<file path="config.mk">
export PLATFORM = sky130hd
export DESIGN_NAME = cdf_accumulate_stream
export DESIGN_NICKNAME = d
export VERILOG_FILES = /design/src/rtl/cdf_accumulate_stream.sv
export SDC_FILE = /design/constraint.sdc
export NUM_CORES = 1
export LEC_CHECK = 0
export ABC_CLOCK_PERIOD_IN_PS = 3250
export BUFFER_PORTS_ARGS = -buffer_cell sky130_fd_sc_hd__buf_2
export CORE_MARGIN = 10
export CORE_UTILIZATION = 50
export CTS_CLUSTER_SIZE = 16
export DETAILED_ROUTE_END_ITERATION = 8
export GPL_TIMING_DRIVEN = 0
export PLACE_DENSITY = 0.83
export SLEW_MARGIN = 10
export SYNTH_ARGS = -nofsm -noshare
export SYNTH_HDL_FRONTEND = slang
export SYNTH_SLANG_ARGS = --single-unit
</file>
<file path="constraint.sdc">
create_clock -name clock -period 3.25 [get_ports clock]
set_input_delay 0.4875 -clock clock [delete_from_list [all_inputs] [get_ports clock]]
set_output_delay 0.4875 -clock clock [all_outputs]
set_load 0.01 [all_outputs]
</file>
<file path="src/rtl/cdf_accumulate_stream.sv">
// Streaming CDF accumulator: one histogram bin per beat in, inclusive running sum out one cycle later.
// Backpressure: a stalled output register blocks input (in_ready low); DONE also blocks input for one cycle.
module cdf_accumulate_stream #(
   parameter int COUNT_W  = 20,
   parameter int ADDR_W   = 16,
   parameter int NUM_BINS = 256
) (
   input  logic               clock,
   input  logic               reset_n,
   input  logic               clear,
   input  logic               in_valid,
   output logic               in_ready,
   input  logic [COUNT_W-1:0] in_count,
   input  logic [ADDR_W-1:0]  in_addr,
   input  logic               in_last,
   output logic               out_valid,
   input  logic               out_ready,
   output logic [COUNT_W-1:0] out_cdf,
   output logic [ADDR_W-1:0]  out_addr,
   output logic [COUNT_W-1:0] cdf_min,
   output logic               cdf_min_valid,
   output logic [COUNT_W-1:0] cdf_total,
   output logic               frame_done,
   output logic               frame_err,
   output logic               saturated
);

   localparam int BEAT_W = $clog2(NUM_BINS + 2);

   typedef enum logic [1:0] {IDLE, ACCUM, DONE} state_t;

   state_t             state;
   logic               run;
   logic [COUNT_W-1:0] acc;
   logic [COUNT_W-1:0] acc_next;
   logic [COUNT_W:0]   sum;
   logic               clip;
   logic [BEAT_W-1:0]  beats;
   logic [BEAT_W-1:0]  beats_next;
   logic               min_found;
   logic               accept;

   // run keeps in_ready low while reset is asserted, so every output reads 0 in reset
   assign in_ready = run & (state != DONE) & (~out_valid | out_ready);
   assign accept   = in_valid & in_ready;

   always_comb begin
      sum        = {1'b0, acc} + {1'b0, in_count};
      clip       = sum[COUNT_W];
      acc_next   = clip ? '1 : sum[COUNT_W-1:0];
      beats_next = (beats == BEAT_W'(NUM_BINS + 1)) ? beats : beats + BEAT_W'(1);
   end

   always_ff @(posedge clock or negedge reset_n) begin
      if (!reset_n) begin
         state         <= IDLE;
         run           <= 1'b0;
         acc           <= '0;
         beats         <= '0;
         min_found     <= 1'b0;
         out_valid     <= 1'b0;
         out_cdf       <= '0;
         out_addr      <= '0;
         cdf_min       <= '0;
         cdf_min_valid <= 1'b0;
         cdf_total     <= '0;
         frame_done    <= 1'b0;
         frame_err     <= 1'b0;
         saturated     <= 1'b0;
      end else begin
         run           <= 1'b1;
         cdf_min_valid <= 1'b0;
         frame_done    <= 1'b0;
         frame_err     <= 1'b0;
         if (clear) begin
            state     <= IDLE;
            acc       <= '0;
            beats     <= '0;
            min_found <= 1'b0;
            saturated <= 1'b0;
            out_valid <= 1'b0;
         end else begin
            if (out_valid && out_ready) begin
               out_valid <= 1'b0;
            end
            case (state)
               DONE: begin
                  state     <= IDLE;
                  acc       <= '0;
                  beats     <= '0;
                  min_found <= 1'b0;
                  saturated <= 1'b0;
               end
               default: begin
                  if (accept) begin
                     acc       <= acc_next;
                     beats     <= beats_next;
                     out_valid <= 1'b1;
                     out_cdf   <= acc_next;
                     out_addr  <= in_addr;
                     if (clip) begin
                        saturated <= 1'b1;
                     end
                     // cdf_min of the previous frame survives until this frame's first beat
                     if (!min_found && acc_next != '0) begin
                        cdf_min       <= acc_next;
                        min_found     <= 1'b1;
                        cdf_min_valid <= 1'b1;
                     end else if (state == IDLE) begin
                        cdf_min <= '0;
                     end
                     if (in_last) begin
                        state      <= DONE;
                        frame_done <= 1'b1;
                        frame_err  <= (beats_next != BEAT_W'(NUM_BINS));
                        cdf_total  <= acc_next;
                     end else begin
                        state <= ACCUM;
                     end
                  end
               end
            endcase
         end
      end
   end

endmodule

</file>
# Word level (Yosys, flattened, before mapping)
# Index checks and enable logic that the tools add are counted.
# word_totals
out_inout_bits	82
wordCells	79
in_bits	42
regBits	114
# classes
eq_ne	4
reduce_logical	14
n_mux	38
n_bitwise	7
add_sub_neg	2
# ops
op	n
20-bit two-way mux	6
9-bit two-way mux	4
1-bit two-way mux	24
20-bit by 20-bit adder with 21-bit output	1
20-bit nonzero test	1
9-bit by 1-bit adder with 9-bit output (second input constant)	1
9-bit equality test (second input constant)	1
9-bit inequality test (second input constant)	1
3-bit nonzero test	3
2-bit two-way mux	4
4-bit AND reduction	2
2-bit AND reduction	2
1-bit AND	3
1-bit inverter	3
3-bit AND reduction	1
2-bit equality test (second input constant)	1
1-bit logical AND	2
2-bit zero test	1
2-bit inequality test (second input constant)	1
2-bit nonzero test	1
1-bit zero test	1
1-bit OR	1

# Longest topological paths before layout
# Gate-level depths: netlist (run 1).
# depth
word_depth	8
ltp_mapped	12

# Worst setup path before layout (run 1)
# No wires, ideal clock.
# synth_path
path_kind	in2reg
startpoint	input in_count[0]
endpoint	register cdf_min[10]
t_arrival_ps	3239
setup_slack_ps	-82
stages	12
setup_time_ps	93
path_cell_list	ha_1 -> fa_1 -> a211oi_2 -> nor4_1 -> or2_1 -> buf_4 -> o21a_1 -> o211a_1 -> nor4_4 -> nand4_4 -> buf_6 -> o31ai_2
# synth_between
elab_chain_len	6
word_cells_on_any_way	7
cone_classes	1 x add/sub; 2 x mux; 4 x reduce/logical
# synth_lines
element	line	source
start, declared	13	input logic [COUNT_W-1:0] in_count,
20-bit by 20-bit adder with 21-bit output (*)	48	sum = {1'b0, acc} + {1'b0, in_count};
20-bit two-way mux (*)	50	acc_next = clip ? '1 : sum[COUNT_W-1:0];
20-bit nonzero test	105	if (!min_found && acc_next != '0) begin
1-bit logical AND	105	
2-bit nonzero test (no source line)	-	
4-bit AND reduction (no source line)	-	
end signal, assigned	106	cdf_min <= acc_next;
end, declared	20	output logic [COUNT_W-1:0] cdf_min,
# Every way passes the cells marked *; elsewhere a longest branch is shown, timed or not.
# A chain may end at the register's enable or synchronous reset.

# Worst setup path after layout (run 1)
# layout_path
startpoint	register acc[0]
endpoint	register cdf_min[4]
# layout_between
elab_chain_len	6
word_cells_on_any_way	7
cone_classes	1 x add/sub; 2 x mux; 4 x reduce/logical
# layout_lines
element	line	source
start, declared	34	logic [COUNT_W-1:0] acc;
start signal, assigned	96	acc <= acc_next;
20-bit by 20-bit adder with 21-bit output (*)	48	
20-bit two-way mux (*)	50	
20-bit nonzero test	105	
1-bit logical AND	105	
2-bit nonzero test (no source line)	-	
4-bit AND reduction (no source line)	-	
# Marked as above.

==> results of run 1 <==
per-layer routing:
metal / global-route usage (%) / share of wire, % / vias up
li1: - / - / 2584
met1: 27.9 / 40 / 2785
met2: 36.0 / 50 / 287
met3: 5.01 / 7.2 / 48
met4: 9.63 / 2.5 / 0
met5: 0 / 0 / -
cell families after synthesis:
group / after synthesis
XOR/XNOR: 22
buffers and inverters: 59
adder cells (fa/ha/maj): 23
flip-flops: 114
AO/OA/AOI/OAI: 181
AND/OR/NAND/NOR: 247
multiplexers: 1
other: 1
flip-flops by register name, indices dropped and copies added, names as in the netlist:
name	count
cdf_min	20
saturated	1
out_valid	1
min_found	1
beats	9
frame_done	1
run	1
state	2
out_addr	16
cdf_total	20
out_cdf	20
frame_err	1
cdf_min_valid	1
acc	20
synthesized netlist by cell type (3+ instances only):
library cell,number
and3_1,7
xnor2_1,11
nor2_1,74
nand2_1,116
a31oi_1,7
a21o_1,3
o21ai_1,4
nand3_1,6
nand4_1,8
dfrtp_1,114
inv_1,25
o22ai_1,3
xor2_1,11
nand2b_1,5
clkbuf_1,31
a21oi_1,31
nor3_1,11
o31ai_1,10
o211ai_1,5
o31ai_2,10
a2bb2oi_1,14
o21ai_0,49
a211oi_1,25
ha_1,22
through the flow:
step	util (%)	setup WS (ns)	instance area, µm²
2_1_floorplan	-	0.0131	5940
3_3_place_gp	58.5	-0.674	6740
3_5_place_dp	58.8	-0.723	6770
4_1_cts	65.6	-0.164	7560
5_1_grt	67.2	-0.293	7740
6_report	67.2	-0.217	7740
layout make-up:
type	instances	area, µm²	area share, %
clock inverters	4	45.0	0.582
multi-input cells	475	3090	39.9
inverters	25	93.8	1.21
well taps	143	179	2.31
plain buffers	34	161	2.09
flip-flops and latches	114	2850	36.9
clock buffers	27	533	6.89
repair buffers	138	786	10.2
power by group through the flow:
stage | clock, µW | sequential (µW) | combinational [µW]
4_1_cts | 1810 | 1910 | 1430
3_5_place_dp | 0 | 1920 | 1380
3_3_place_gp | 0 | 1910 | 1340
2_1_floorplan | 0 | 2030 | 662
5_1_grt | 1870 | 1950 | 1660
6_report | 1800 | 1920 | 1520
worst max path at each step:
stage	startpoint	end	slack [ns]	cells past startpoint
after global placement	in_count[0]	cdf_min[9]$_DFFE_PN0P_	-0.67	13
after floorplan	in_count[0]	cdf_min[10]$_DFFE_PN0P_	0.01	11
final	acc[0]$_DFFE_PN0P_	cdf_min[4]$_DFFE_PN0P_	-0.22	13
after global routing	acc[0]$_DFFE_PN0P_	cdf_min[2]$_DFFE_PN0P_	-0.29	13
after CTS	acc[0]$_DFFE_PN0P_	cdf_min[17]$_DFFE_PN0P_	-0.16	12
after detailed placement	in_count[0]	cdf_min[16]$_DFFE_PN0P_	-0.72	13
what timing repair did:
action                     CTS  global route
pin swaps                   13            19
gates resized for setup     25            34
setup endpoints to repair   46            46
setup buffers                9             5
gates cloned                 1             0
==> flow_summary_export.csv, run 1 <==
group,metric,value,unit
run_status,status,"finished, violations left",
run_status,violations,"negative setup slack",
pwr,seqPwrFrac,36.7,%
setup_path,r2r_start,"acc[0]$_DFFE_PN0P_",
detailed_routing,ant_nets,0,
setup_path,crit_path_max_fanout,8,
floorplan,core-area,11500,µm²
synthesis,async_reset_ff_share,100,%
synthesis,ys_ff_latch,114,
sta,hold_viol,0,
synthesis,yosys.area_share.simple,18.7,%
floorplan,rows,39,
setup_path,crit_buf_inv,3,
pwr,switching_share,33.5,%
global_routing,grt_antenna_before_repair,0,
clocking,clockBufferDepth,2,
detailed_routing,avgRoutedWirePerCell,19.7,µm
final_layout,final_common_cell,"buf_2",
synthesis,synth_top_family_by_area,"compound AO/OA/AOI/OAI gates",
floorplan,dieArea,16600,µm²
clocking,cts_root_buffer,"clkbuf_16",
detailed_routing,dr.pass1.iters,5,
pwr,p_clk_share,34.3,%
sta,setup_viol,19,
synthesis,synthDominantCellAreaShare,48.0,%
detailed_routing,via_per_inst,5.94,
global_routing,first_global_vias,5576,
sta,slew_viol_final,0,
placed_design,finalWeightedCongestion,0.927,
setup_path,reg2reg_slack,-0.22,ns
final_layout,final_nets,870,
clocking,cts_tree,"built",
final_layout,filler_cell_count,870,
pwr,p_leak,0.00374,µW
sta,fmax,288,MHz
synthesis,synth_nets,713,
global_routing,track_usage,22.2,%
pwr,power,5250,µW
setup_path,worstPathRequired,3.56,ns
final_layout,diodes,0,
synthesis,synth_ff_type,"dfrtp_1",
synthesis,netlist-cell-type-count,61,
floorplan,io_pins,124,
setup_path,start_kind,"flip-flop",
pwr,power.net_switching,1760,µW
sta,finalCritPeriodShare,107,%
synthesis,ys_top_cells_by_area,"dfrtp_1 (48%), nand2_1 (7.3%), nor2_1 (4.7%)",
clocking,cts.sinks,114,
setup_path,critPathMaxStageDelay,0.56,ns
synthesis,synth-compound-area-share,20.9,%
detailed_routing,drt_iter0_drc,584,
job,drv_cap,0,
floorplan,start_util,51.6,%
synthesis,synth_fa_ha_area_share,4.97,%
sta,fin_ws,-0.217,ns
synthesis,synth.area.mux_share,0.190,%
final_layout,drive_gt1_share,27.2,%
setup_path,crit_arrival,3.78,ns
sta,holdWs,0.0772,ns
synthesis,synth-seq-area-share,48.0,%
clocking,numCtsBuffers,17,
pwr,comb_power_share,29.1,%
pwr,powerDensity,678,nW/µm²
sta,relSlewSlack,47.0,%
detailed_routing,drc,0,
final_layout,stdcell_count,960,
placed_design,dp_hpwl,12900,µm
global_routing,gr-total-overflow,0,
synthesis,synth.avg_cell_area,9.17,µm²
sta,min_period,3.47,ns
synthesis,yosysWarnings,0,
setup_path,end_kind,"flip-flop",
global_routing,grt_max_degree,64,
clocking,htreeDepth,4,
clocking,insertion_delay,0.41,ns
sta,fin_skew,0.00795,ns
placed_design,portBuffers,123,
detailed_routing,vias,5704,
synthesis,syn-instance-count,648,
setup_path,worst_r2r_endpoint,"cdf_min[4]$_DFFE_PN0P_",
synthesis,synth-edff-count,0,
pwr,vdd.ir_drop.worst,0.000515,V
detailed_routing,drt_wl_total,19000,µm
pwr,intPower,3490,µW
global_routing,grt_pass1_wl,29300,µm
setup_path,crit_path_top_delay_cell,"or4_4",
floorplan,die_h,129,µm
sta,worst_pin_slew,0.784,ns
setup_path,r2r_cells,13,
worst_hold_path,hold_class,"in -> async",
final_layout,syn2layout_area_growth,30.3,%
final_layout,final_cell_mix,"buf_2 (123), nand2_1 (115), dfrtp_1 (114)",
floorplan,dieWidth,129,µm
placed_design,dp.cells,915,
synthesis,synth_area_leader_cell,"dfrtp_1",
sta,finalSetupTns,-2.76,ns
clocking,cts-hold-fix-buffers,0,
setup_path,crit_family,"simple AND/OR/NAND/NOR gates",
synthesis,synth_xor_area_share,3.24,%
setup_path,crit_chain,"ha_4 > fa_2 > a211oi_4 > buf_6 > o21bai_4 > a21oi_2 > xnor2_2 > or4_4 > nor4b_4 > nand4_4 > buf_12 > buf_6 > o31ai_1",
synthesis,netlist_area,5940,µm²
sta,rsz0062_at_grt,"true",
setup_path,cpMostUsedCell,"buf_6",
clocking,clk_pin_slew,0.05,ns
setup_path,criticalPathCategory,"reg -> reg",
(Power assumes the default switching activity.)
==> run 2, diff against run 1 <==
Settings changed: GPL_TIMING_DRIVEN 0 to default.
==> run 2 against run 1 <==
  * Register-to-register slack better by 0.14 ns
  * Sequential cell count stayed put
  * Clock power is 11% higher
  * Clock-buffer cell count is 4 lower
  * The flow still finishes with violations (negative setup slack)
  * Combinational power is 7% higher
  * Sequential power hardly changed
  * Clock skew is 0.0064 ns higher
  * Core utilization is 0.84 points higher
  * Critical path depth is 1 lower
  * Die area stayed put
  * Final cell count is 0.73% higher
==> flow_summary_export.csv, run 2 (same netlist as run 1, synthesis figures left out) <==
group,metric,value,unit
detailed_routing,via_per_inst,5.93,
setup_path,critPathMaxStageDelay,0.45,ns
final_layout,stdcell_count,967,
run_status,status,"finished, violations left",
setup_path,crit_buf_inv,2,
placed_design,finalWeightedCongestion,0.905,
floorplan,io_pins,124,
setup_path,crit_path_top_delay_cell,"or4_4",
detailed_routing,drt_wl_total,19500,µm
detailed_routing,avgRoutedWirePerCell,20.2,µm
setup_path,crit_family,"simple AND/OR/NAND/NOR gates",
global_routing,grt_pass1_wl,29500,µm
sta,worst_pin_slew,1.32,ns
detailed_routing,ant_nets,0,
global_routing,gr-total-overflow,0,
floorplan,start_util,51.6,%
sta,fin_skew,0.0143,ns
setup_path,worstPathRequired,3.55,ns
sta,finalSetupTns,-0.347,ns
sta,slew_viol_final,0,
setup_path,crit_chain,"ha_4 > fa_2 > a211oi_4 > buf_4 > nor2_1 > xnor2_1 > nand4_1 > or4_4 > nor4b_4 > nand4_4 > clkbuf_16 > o31ai_2",
clocking,numCtsBuffers,17,
pwr,p_leak,0.00389,µW
worst_hold_path,hold_class,"in -> async",
run_status,violations,"negative setup slack",
final_layout,drive_gt1_share,30.1,%
sta,min_period,3.33,ns
clocking,insertion_delay,0.41,ns
setup_path,crit_path_max_fanout,5,
final_layout,fin_util,68.0,%
global_routing,grt_antenna_before_repair,0,
setup_path,criticalPathCategory,"reg -> reg",
clocking,cts_tree,"built",
detailed_routing,vias,5738,
clocking,cts.sinks,114,
job,drv_cap,0,
detailed_routing,drc,0,
clocking,clockBufferDepth,2,
floorplan,dieArea,16600,µm²
floorplan,core-area,11500,µm²
placed_design,dp.cells,928,
final_layout,final_common_cell,"buf_2",
floorplan,rows,39,
sta,finalCritPeriodShare,102,%
detailed_routing,drt_iter0_drc,617,
final_layout,syn2layout_area_growth,31.9,%
setup_path,end_kind,"flip-flop",
global_routing,first_global_vias,5580,
sta,setup_viol,14,
final_layout,final_nets,876,
final_layout,diodes,0,
detailed_routing,dr.pass1.iters,7,
setup_path,r2r_start,"acc[0]$_DFFE_PN0P_",
setup_path,worst_r2r_endpoint,"cdf_min[12]$_DFFE_PN0P_",
floorplan,dieWidth,129,µm
setup_path,reg2reg_slack,-0.08,ns
floorplan,die_h,129,µm
sta,fin_ws,-0.0786,ns
sta,fmax,300,MHz
final_layout,final_cell_mix,"buf_2 (122), nand2_1 (116), dfrtp_1 (114)",
sta,rsz0062_at_grt,"true",
clocking,cts_root_buffer,"clkbuf_16",
clocking,htreeDepth,4,
placed_design,portBuffers,123,
setup_path,crit_arrival,3.63,ns
setup_path,start_kind,"flip-flop",
clocking,clk_pin_slew,0.05,ns
placed_design,pre_cts_ws,-0.337,ns
global_routing,grt_max_degree,65,
sta,relSlewSlack,11.9,%
pwr,powerDensity,708,nW/µm²
sta,hold_viol,0,
clocking,cts-hold-fix-buffers,0,
global_routing,track_usage,22.3,%
placed_design,dp_hpwl,13100,µm
setup_path,r2r_cells,12,
pwr,vdd.ir_drop.worst,0.000510,V
[run 2: cell count changes in the layout (fill, tap and decap cells not counted), sizes merged]
cell	change
buf	+34
clkbuf	-32
clkinv	+2
bufinv	+3
[run 2: how the worst max path moves through the flow]
| stage | slack [ns] | start | cells after the start | to |
|---|---|---|---|---|
| after global routing | -0.15 | acc[0]$_DFFE_PN0P_ | 12 | cdf_min[12]$_DFFE_PN0P_ |
| after detailed placement | -0.34 | in_count[0] | 12 | cdf_min[8]$_DFFE_PN0P_ |
| after CTS | -0.08 | acc[0]$_DFFE_PN0P_ | 11 | cdf_min[8]$_DFFE_PN0P_ |
| final | -0.08 | acc[0]$_DFFE_PN0P_ | 12 | cdf_min[12]$_DFFE_PN0P_ |
| after global placement | -0.14 | in_count[0] | 12 | cdf_min[1]$_DFFE_PN0P_ |
| after floorplan | 0.01 | in_count[0] | 11 | cdf_min[10]$_DFFE_PN0P_ |
[run 2: final cells by class]
class | count | area, µm²
clock inverters | 9 | 153
flip-flops and latches | 114 | 2850
inverters | 25 | 93.8
fillers | 823 | 3680
clock buffers | 23 | 478
repair buffers | 178 | 1090
multi-input cells | 475 | 2980
well taps | 143 | 179
[run 2: where the power goes]
group | internal [µW] | switching, µW | leakage [µW]
sequential | 1720 | 209 | 0.00147
clock | 1340 | 659 | 0.000311
combinational | 653 | 970 | 0.00210
total | 3710 | 1840 | 0.00389
[run 2: layer usage]
layer	up-vias	wire [µm]	track usage (%)	share of wire [%]
met1	2816	7870	29.0	40
met3	42	1520	4.89	7.8
met4	0	442	8.56	2.3
li1	2603	-	-	-
met5	-	0	0	0
met2	277	9710	35.7	50
[run 2: timing repair]
action                                 CTS  global route
pin swaps                                3             6
setup endpoints to repair               19            25
endpoints found under the hold margin    0             0
gates resized for setup                 13             8
setup buffers                            2             2
gates cloned                             0             3
[run 2: metrics by stage]
step | hold WS, ns | cell area, µm² | power [µW]
global route | 0.234 | 7840 | 5770
detailed placement | 0.456 | 6990 | 3440
global placement | 0.453 | 6990 | 3380
floorplan | 0.192 | 5940 | 2690
CTS | 0.208 | 7710 | 5490
finish | 0.187 | 7840 | 5550
==> run 3, diff against run 2 <==
Settings changed: MAX_ROUTING_LAYER from default to met4, SETUP_SLACK_MARGIN from default to 0.5.
==> run 3 against run 2 <==
  * The flow still finishes with violations (negative setup slack)
  * Sequential share of layout area is 3.0 points lower
  * Critical endpoint is now cdf_min[1]$_DFFE_PN0P_
  * Critical path type unchanged
  * Combinational power rose by 27%
  * Maximum frequency down 2.9%
  * Wire length rose by 20%
  * Critical path depth decreased by 1
  * Worst setup slack worse by 0.099 ns
==> flow_summary_export.csv, run 3 (same netlist as run 1, synthesis figures left out) <==
group,metric,value,unit
setup_path,r2r_cells,11,
detailed_routing,dr.pass1.iters,7,
sta,slew_viol_final,0,
sta,worst_pin_slew,0.906,ns
setup_path,crit_path_max_fanout,19,
sta,setup_viol,22,
final_layout,final_common_cell,"buf_2",
pwr,vdd.ir_drop.worst,0.000630,V
sta,fin_ws,-0.178,ns
final_layout,syn2layout_area_growth,43.6,%
final_layout,filler_cell_count,683,
placed_design,dp.cells,929,
final_layout,regArea,2850,µm²
sta,min_period,3.43,ns
floorplan,rows,39,
setup_path,reg2reg_slack,-0.18,ns
detailed_routing,drt_wl_total,23400,µm
detailed_routing,drc,0,
setup_path,worstPathRequired,3.56,ns
floorplan,io_pins,124,
detailed_routing,via_per_inst,6.37,
sta,fin_skew,0.0103,ns
sta,hold_viol,0,
clocking,cts.sinks,114,
final_layout,final_cell_mix,"buf_2 (122), nand2_1 (114), dfrtp_1 (114)",
pwr,p_leak,0.00411,µW
final_layout,multiInputGateArea,3420,µm²
placed_design,finalWeightedCongestion,0.963,
pwr,powerDensity,696,nW/µm²
setup_path,end_kind,"flip-flop",
detailed_routing,avgRoutedWirePerCell,23.6,µm
clocking,cts_tree,"built",
clocking,clk_pin_slew,0.06,ns
placed_design,portBuffers,123,
final_layout,drive_gt1_share,41.4,%
global_routing,first_global_vias,5639,
sta,finalCritPeriodShare,105,%
floorplan,dieWidth,129,µm
sta,fmax,292,MHz
final_layout,stdcell_count,992,
worst_hold_path,hold_class,"in -> async",
clocking,numCtsBuffers,17,
setup_path,crit_arrival,3.73,ns
floorplan,start_util,51.6,%
setup_path,criticalPathCategory,"reg -> reg",
global_routing,grt_antenna_before_repair,1,
sta,relSlewSlack,39.6,%
sta,holdWs,0.130,ns
global_routing,gr-total-overflow,0,
sta,rsz0062_at_grt,"true",
global_routing,grt_max_degree,62,
floorplan,core-area,11500,µm²
final_layout,fin_util,74.1,%
job,drv_cap,0,
detailed_routing,vias,6316,
final_layout,final_nets,900,
setup_path,crit_end,"cdf_min[1]$_DFFE_PN0P_",
clocking,cts_root_buffer,"clkbuf_16",
run_status,violations,"negative setup slack",
setup_path,worst_r2r_endpoint,"cdf_min[1]$_DFFE_PN0P_",
final_layout,final_area,8530,µm²
floorplan,dieArea,16600,µm²
detailed_routing,ant_nets,0,
clocking,insertion_delay,0.42,ns
setup_path,critPathLaunch,"acc[0]$_DFFE_PN0P_",
floorplan,die_h,129,µm
global_routing,track_usage,23.3,%
clocking,clockBufferDepth,2,
run_status,status,"finished, violations left",
placed_design,dp_hpwl,13400,µm
clocking,htreeDepth,4,
setup_path,start_kind,"flip-flop",
setup_path,r2r_start,"acc[0]$_DFFE_PN0P_",
detailed_routing,drt_iter0_drc,1003,
global_routing,grt_pass1_wl,29900,µm
placed_design,placed_cell_area,7000,µm²
[run 3: how the worst min path moves through the flow]
stage                          endpoint  slack, ns  depth (start not counted)
4_1_cts          out_cdf[3]$_DFFE_PN0P_       0.16                          1
3_3_place_gp   out_addr[13]$_DFFE_PN0P_       0.45                          2
2_1_floorplan        acc[0]$_DFFE_PN0P_       0.19                          0
3_5_place_dp    out_addr[1]$_DFFE_PN0P_       0.46                          2
6_report         out_cdf[3]$_DFFE_PN0P_       0.13                          1
5_1_grt          out_cdf[3]$_DFFE_PN0P_       0.18                          1
[run 3: timing repair]
action                                  4_1_cts  5_1_grt
setup buffers                                 9       21
pin swaps                                    14       24
endpoints found under the setup margin       65       83
hold buffers                                  0        0
hold endpoints to repair                      0        0
gates resized for setup                      38      155
[run 3: cell type report]
class                           instances  area share [%]
Inverter                               25            1.10
Tap cell                              143            2.10
Clock buffer                           20            5.35
Timing Repair Buffer                  202            16.1
Sequential cell                       114            33.4
Antenna cell                            1          0.0293
Clock inverter                         12            1.83
Multi-Input combinational cell        475            40.1
[run 3: report_power, final]
group	leakage, µW	internal [µW]	total [µW]	switching (µW)
logic	0.00235	869	2060	1200
registers	0.00147	1720	1940	229
clock network	0.000289	1250	1930	686
[run 3: layer usage]
layer,vias to the layer above,global-route usage [%],share of wire [%]
li1,2666,-,-
met1,3075,29.1,37
met2,445,36.8,49
met3,130,4.85,9.1
met4,0,8.43,5.6
met5,-,-,0
[run 3: critical path, stage by stage, from the launching register on]
cell     delay [ns]
dfrtp_1        0.43
ha_4           0.19
fa_2           0.42
buf_4          0.15
xor2_1         0.19
nor3_1         0.21
nand4_1        0.15
or4_4          0.59
nor4b_4        0.33
nand4_4        0.16
buf_12         0.20
o31ai_1        0.29
[run 3: metrics by stage]
stage / total power [µW] / worst slack (ns) / TNS [ns]
final: 5940 / -0.178 / -1.89
after global routing: 6130 / -0.294 / -3.57
after CTS: 5440 / 0.0621 / 0
after detailed placement: 3450 / -0.191 / -2.92
after global placement: 3390 / -0.0719 / -1.05
after floorplan: 2690 / 0.0512 / 0
